## config.mk

```make
export PLATFORM = sky130hd
export DESIGN_NAME = vc_rr_arbiter
export DESIGN_NICKNAME = d
export VERILOG_FILES = /design/src/rtl/vc_rr_arbiter.sv
export SDC_FILE = /design/constraint.sdc
export NUM_CORES = 1
export LEC_CHECK = 0
export CAP_MARGIN = 10
export CORE_MARGIN = 3
export CORE_UTILIZATION = 30
export DETAILED_ROUTE_END_ITERATION = 12
export PLACE_DENSITY = 0.68
export SLEW_MARGIN = 20
export SYNTH_ARGS = -nofsm -noshare
export SYNTH_HDL_FRONTEND = slang
export SYNTH_SLANG_ARGS = --single-unit
export TNS_END_PERCENT = 5
```

## constraint.sdc

```tcl
create_clock -name clk -period 5.43 [get_ports clk]
set_clock_uncertainty 0.2 [all_clocks]
set_input_delay 0.8145 -clock clk [delete_from_list [all_inputs] [get_ports clk]]
set_output_delay 0.8145 -clock clk [all_outputs]
set_load 0.01 [all_outputs]
```

## src/rtl/vc_rr_arbiter.sv

```systemverilog
// Weighted round-robin read scheduler for two virtual-channel FIFOs.
// Issues VC read strobes, captures returned words and forwards them as one stream.
module vc_rr_arbiter #(
    parameter int unsigned BITNUMBER = 6,
    parameter int unsigned BURST     = 2
) (
    input  logic                 clk,
    input  logic                 reset,
    input  logic                 vc0_empty,
    input  logic                 vc1_empty,
    input  logic                 vc0_valid,
    input  logic                 vc1_valid,
    input  logic [BITNUMBER-1:0] vc0_data,
    input  logic [BITNUMBER-1:0] vc1_data,
    input  logic                 pause,
    output logic                 vc0_rd,
    output logic                 vc1_rd,
    output logic [BITNUMBER-1:0] arb_data_out,
    output logic                 arb_valid,
    output logic                 arb_vc,
    output logic [1:0]           arb_state,
    output logic                 arb_error
);

    typedef enum logic [1:0] {
        StIdle   = 2'b00,
        StServe0 = 2'b01,
        StServe1 = 2'b10
    } state_e;

    localparam logic [2:0] BurstMax = 3'(BURST - 1);

    state_e     state_q;
    logic [2:0] burst_cnt_q;
    logic       last_vc_q;
    logic       out0_q;
    logic       out1_q;
    logic       flush_q;

    logic       serve_vc;
    logic       other_empty;
    state_e     other_state;
    logic       rd_any;

    always_comb begin
        vc0_rd = 1'b0;
        vc1_rd = 1'b0;
        if (reset && !pause) begin
            vc0_rd = (state_q == StServe0) && !vc0_empty;
            vc1_rd = (state_q == StServe1) && !vc1_empty;
        end
    end

    always_comb begin
        serve_vc    = (state_q == StServe1);
        other_empty = serve_vc ? vc0_empty : vc1_empty;
        other_state = serve_vc ? StServe0 : StServe1;
        rd_any      = vc0_rd | vc1_rd;
    end

    assign arb_state = state_q;

    always_ff @(posedge clk or negedge reset) begin
        if (!reset) begin
            state_q     <= StIdle;
            burst_cnt_q <= 3'd0;
            last_vc_q   <= 1'b1;
        end else if (!pause) begin
            unique case (state_q)
                StIdle: begin
                    burst_cnt_q <= 3'd0;
                    if (!vc0_empty && !vc1_empty) begin
                        state_q <= last_vc_q ? StServe0 : StServe1;
                    end else if (!vc0_empty) begin
                        state_q <= StServe0;
                    end else if (!vc1_empty) begin
                        state_q <= StServe1;
                    end
                end
                StServe0, StServe1: begin
                    if (rd_any) begin
                        if (burst_cnt_q < BurstMax) begin
                            burst_cnt_q <= burst_cnt_q + 3'd1;
                        end else begin
                            // Burst done: rotate if the other VC has work, else start a fresh burst
                            last_vc_q   <= serve_vc;
                            burst_cnt_q <= 3'd0;
                            if (!other_empty) state_q <= other_state;
                        end
                    end else begin
                        last_vc_q   <= serve_vc;
                        burst_cnt_q <= 3'd0;
                        state_q     <= other_empty ? StIdle : other_state;
                    end
                end
                default: state_q <= StIdle;
            endcase
        end
    end

    // flush_q drops any valid belonging to a read issued before the last reset
    always_ff @(posedge clk or negedge reset) begin
        if (!reset) begin
            arb_data_out <= '0;
            arb_valid    <= 1'b0;
            arb_vc       <= 1'b0;
            arb_error    <= 1'b0;
            out0_q       <= 1'b0;
            out1_q       <= 1'b0;
            flush_q      <= 1'b1;
        end else begin
            flush_q <= 1'b0;
            out0_q  <= vc0_rd;
            out1_q  <= vc1_rd;
            if (flush_q) begin
                arb_valid <= 1'b0;
            end else if (vc0_valid) begin
                arb_data_out <= vc0_data;
                arb_vc       <= 1'b0;
                arb_valid    <= 1'b1;
            end else if (vc1_valid) begin
                arb_data_out <= vc1_data;
                arb_vc       <= 1'b1;
                arb_valid    <= 1'b1;
            end else begin
                arb_valid <= 1'b0;
            end
            if (!flush_q && ((vc0_valid && !out0_q) || (vc1_valid && !out1_q) ||
                             (vc0_valid && vc1_valid))) begin
                arb_error <= 1'b1;
            end
        end
    end

endmodule

```

==> impl_metrics.toml, run 1 <==
[drt]
route.vias.total = 736
wl_per_cell_um = 12.8
drtIter0Drc = 13
first_pass_iters = 4
drtAntennaViolNets = 0
drc = 0
totalWireLength_um = 1950
vias_per_cell = 4.84

[clocking]
h-tree-depth = 1
clockRootBuffer = "clkbuf_4"
clock_latency_ps = 280
ctsResizeCount = 0
cts_made_buffers = 3
postCtsSetupBuffers = 0
clock_path_buffers = 2
cts_hold_repair.buffers = 0
cts_tree = "built"
path_clk_slew_ps = 90
clock-sinks = 18

[sta]
setup_tns_ps = 0
fin_crit_sh = 0.632
min_period_ps = 3430
slew-limit-headroom = 0.421
slew_violations = 0
tightest_slew_ps = 867
fmax_mhz = 291
setup_viol = 0
rsz0062_at_grt = "no"
hold_violations = 0

[setup_path]
critPathLaunchType = "input port"
slowest_delay_ps = 560
cp.arrival_ps = 2420
endpoint_kind = "output port"
crit_path_frequent_cell = "clkdlybuf4s50_1"
path_max_fanout = 21
path_cells = "clkdlybuf4s50_1 -> buf_4 -> nand2b_1 -> nor2_1 -> clkdlybuf4s50_1"
r2r_slack_ps = 3380
slowest_stage = "clkdlybuf4s50_1"
worst_ep_required_time_ps = 4420
critPathKind = "in -> out"

[layout]
nets = 147
num_antenna_cells = 0
drive_gt1_frac = 0.0826
area_delta_synth_final_pct = 39.5

[synthesis]
yosys-top-cells-area = "dfrtp_1, mux2i_1, ha_1"
synthMuxAreaShare = 0.0991
syn_nets = 112
synth_cell_types = 31
synthTopCellsByCount = "dfrtp_1, nand2_1, mux2i_1"
syn_inst = 88
ys_warn_count = 0
synth_xor_area_frac = 0
synth.cell_area_um2 = 935
ys_seq_area_frac = 0.485
synth_top_family_by_area = "compound AO/OA/AOI/OAI gates"
synth_compound_gate_area_share = 0.171
synth-edff-count = 0
synth_simple_gate_area_share = 0.143
syn_area_per_cell_um2 = 10.6
ys_ff_latch = 18
yosys.area_share.adder = 0.0669
yosysMostFrequentCell = "dfrtp_1"
synth_top_area_frac = 0.428
synth_top_cell_by_area = "dfrtp_1"
ys_async_sr_fraction = 1.00
yosys_most_used_dff = "dfrtp_1"

[run]
drv_cap = 0

[grt]
grt_pass1_wl_um = 3150
grt_max_degree = 22
antenna_found_initial = 0
grt_pass1_vias = 732
track_usage = 0.110
grt_overflow = 0

[floorplan]
fp.dieW_um = 61.8
io_pins = 32
die_h_um = 61.8
core.rowCount = 19
core_area_um2 = 2850
initial_core_util = 0.328
dieArea_um2 = 3820

[run_status]
status = "complete, no violations"

[hold_path]
min_path_type = "reg -> reg"

[place]
gp_congestion = 0.881
dp_hpwl_um = 1550
portBuffers = 31

[power]
p_leak_nw = 0.592
powerDensity_nw_per_um2 = 315
power_mw = 0.411
ir_worst_vdd_mv = 0.227
[state kept, by name, indices dropped and copies added (netlist names)]
| register | cells |
|---|---|
| arb_data_out | 6 |
| arb_error | 1 |
| arb_state | 2 |
| arb_valid | 1 |
| arb_vc | 1 |
| burst_cnt_q | 3 |
| flush_q | 1 |
| last_vc_q | 1 |
| out0_q | 1 |
| out1_q | 1 |
[per-stage QoR]
stage / area [um2] / utilization / instances / worst slack, ps / hold WS (ps)
floorplan: 935 / - / 88 / 3160 / 292
global placement: 1280 / 0.449 / 149 / 2010 / 267
detailed placement: 1280 / 0.449 / 149 / 1990 / 265
CTS: 1300 / 0.457 / 152 / 1970 / 291
finish: 1300 / 0.457 / 152 / 2000 / 285
global route: 1300 / 0.457 / 152 / 1870 / 316
[layout by cell type, fill, tap and decap left out, types with 2 or more instances in the layout]
master           instances
o21ai_0                  5
mux2i_1                  7
a211oi_1                 3
o21ai_1                  2
o21bai_1                 2
clkbuf_4                 3
nor2b_1                  2
dfstp_2                  2
nand2b_1                 5
dfrtp_1                 16
nand2_1                  9
nor2_1                   4
inv_1                    5
a22o_1                   2
ha_1                     5
clkdlybuf4s50_1         31
mux2_1                   2
[routing by layer]
metal  vias to the layer above  track usage  wire length (um)
li1                        373            -                 -
met1                       329        0.141               959
met2                        32        0.178               789
met3                         2       0.0310               195
met4                         0       0.0394                 8
met5                         -            0                 0
[area by class of cell]
cell class	count	area, um2
Timing Repair Buffer	32	318
Clock buffer	3	22.5
Fill cell	276	1550
Inverter	5	18.8
Sequential cell	18	453
Tap cell	31	38.8
Multi-Input combinational cell	63	453
[power breakdown]
| part | total (mW) | switching (mW) | internal, mW | leakage, nW |
|---|---|---|---|---|
| sequential | 0.173 | 0.0161 | 0.157 | 0.223 |
| clock | 0.0625 | 0.0368 | 0.0257 | 0.0138 |
| combinational | 0.175 | 0.0871 | 0.0880 | 0.355 |
| total | 0.411 | 0.140 | 0.271 | 0.592 |
[logic make-up (layout without fill, tap and decap cells)]
kind of cell               after synthesis  count (layout)
and+or+nand+nor                         26              26
muxes                                    9               9
AOI/OAI and AO/OA                       22              22
other                                    1               1
adders and majority gates                5               5
buffers and inverters                    7              40
DFF                                     18              18
[worst paths after layout]
check	start	end	cells after the start
max in group asynchronous	reset	last_vc_q$_DFFE_PN1P_	2
max reg2reg	arb_state[0]$_DFFE_PN0P_	arb_state[0]$_DFFE_PN0P_	6
min in group asynchronous	reset	arb_data_out[2]$_DFFE_PN0P_	2
min	arb_error$_DFFE_PN0P_	arb_error$_DFFE_PN0P_	1
max	reset	vc1_rd	5
min reg2reg	arb_error$_DFFE_PN0P_	arb_error$_DFFE_PN0P_	1
[worst max-delay path, delay by kind of cell]
| kind | cells | cell delay [ps] |
|---|---|---|
| buffers and inverters | 3 | 1290 |
| AND/OR/NAND/NOR | 2 | 320 |
Power figures use the tool's default switching activity.
==> inputs of run 2 (changes only) <==
==> constraint.sdc (replaced) <==
create_clock -name clk -period 3.46 [get_ports clk]
set_clock_uncertainty 0.2 [all_clocks]
set_input_delay 0.519 -clock clk [delete_from_list [all_inputs] [get_ports clk]]
set_output_delay 0.519 -clock clk [all_outputs]
set_load 0.01 [all_outputs]
==> impl_metrics.toml, run 2 (synthesis gave the netlist of run 1 again) <==
[run_status]
status = "complete, no violations"

[sta]
fmax_mhz = 359
setup_viol = 0
fin_crit_sh = 0.806
min_period_ps = 2790
setup_tns_ps = 0
hold_violations = 0
rsz0062_at_grt = "no"
tightest_slew_ps = 851
slew-limit-headroom = 0.431
slew_violations = 0

[hold_path]
whs_endpoint = "arb_data_out[3]$_DFFE_PN0P_"
min-delay-start = "arb_data_out[3]$_DFFE_PN0P_"
hold_path_depth = 2
min_path_type = "reg -> reg"

[clocking]
postCtsSetupBuffers = 0
clockRootBuffer = "clkbuf_4"
path_clk_slew_ps = 90
clock_path_buffers = 2
clock-sinks = 18
clock_latency_ps = 280
cts_hold_repair.buffers = 0
ctsResizeCount = 0
cts_tree = "built"
cts_made_buffers = 3
h-tree-depth = 1

[layout]
largest_register_ffs = 6
nets = 148
final_common_cell = "clkdlybuf4s50_1"
top_register = "arb_data_out"
fillers = 275
num_antenna_cells = 0
drive_gt1_frac = 0.0902
final_cell_mix = "clkdlybuf4s50_1, dfrtp_1, nand2_1, mux2i_1"
area_delta_synth_final_pct = 40.3

[power]
power_frac_clock = 0.152
ir_worst_vdd_mv = 0.424
powerDensity_nw_per_um2 = 501
switching_share = 0.352
power_mw = 0.657
p_sw_mw = 0.231
combPwrFrac = 0.434
p_int_mw = 0.426
p_seq_frac = 0.414
p_leak_nw = 0.597

[grt]
grt_overflow = 0
antenna_found_initial = 0
grt_pass1_vias = 776
grt_pass1_wl_um = 3280
track_usage = 0.115
grt_max_degree = 21

[setup_path]
path_max_fanout = 6
crit_path_frequent_cell = "clkdlybuf4s50_1"
slowest_stage = "clkdlybuf4s50_1"
r2r_end = "arb_state[0]$_DFFE_PN0P_"
cp.arrival_ps = 2070
slowest_delay_ps = 570
worst_ep_required_time_ps = 2740
critPathLaunchType = "input port"
r2r_slack_ps = 1350
cp-startpoint = "vc0_empty"
path_cells = "clkdlybuf4s50_1 -> or2b_1 -> nor2_1 -> clkdlybuf4s50_1"
rr_startpoint = "arb_state[0]$_DFFE_PN0P_"
critPathKind = "in -> out"
endpoint_kind = "output port"
worstRegToRegCells = 6

[run]
drv_cap = 0

[place]
dp_hpwl_um = 1660
gp_congestion = 0.882
portBuffers = 31

[drt]
vias_per_cell = 5.01
drtIter0Drc = 19
first_pass_iters = 4
drtAntennaViolNets = 0
totalWireLength_um = 2120
drc = 0
wl_per_cell_um = 13.8
route.vias.total = 767

[floorplan]
dieArea_um2 = 3820
io_pins = 32
initial_core_util = 0.328
die_h_um = 61.8
core.rowCount = 19
core_area_um2 = 2850
fp.dieW_um = 61.8
run 2: cell count changes in the layout (fill, tap and decap cells not counted), sizes merged:
cell and change:
buf +1
run 2: final cells by class:
class	instances	area [um2]	share of cell area
inverter	5	18.8	0.0143
timing repair buffer	33	325	0.248
multi-input combinational	63	453	0.345
clock buffer	3	22.5	0.0172
tap	31	38.8	0.0296
sequential	18	453	0.345
run 2: per-stage QoR:
stage               hold slack, ps  setup slack [ps]  instance area (um2)  instances  utilization
finish                         285               673                 1310        153        0.460
detailed placement             271               713                 1290        150        0.452
global route                   309               610                 1310        153        0.460
floorplan                     23.4              1540                  935         88            -
global placement               265               770                 1290        150        0.452
CTS                            295               701                 1310        153        0.460
run 2: layer usage:
metal,vias to the layer above,GRT usage,share of wire
met4,0,0.0455,0.0024
met5,-,0,0
met2,40,0.188,0.42
met1,346,0.148,0.48
met3,2,0.0248,0.10
li1,379,-,-
run 2: worst max-delay path by stage:
stage | to | slack (ps) | depth (start not counted)
after floorplan | arb_state[0]$_DFFE_PN0P_ | 1540 | 6
after global placement | vc0_rd | 770 | 4
after detailed placement | vc0_rd | 710 | 4
after CTS | vc0_rd | 700 | 4
after global routing | vc0_rd | 610 | 4
final | vc0_rd | 670 | 4
run 2: power by group through the flow:
stage               Combinational, mW  Sequential, mW  Clock (mW)
finish                          0.285           0.272       0.100
global placement                0.275           0.275           0
global route                    0.312           0.278       0.111
detailed placement              0.283           0.276           0
floorplan                       0.157           0.282           0
CTS                             0.285           0.272       0.103
run 2: critical path, delay by kind of cell:
family,cells,cell delay [ps]
buffers and inverters,2,1070
AND/OR/NAND/NOR,2,480
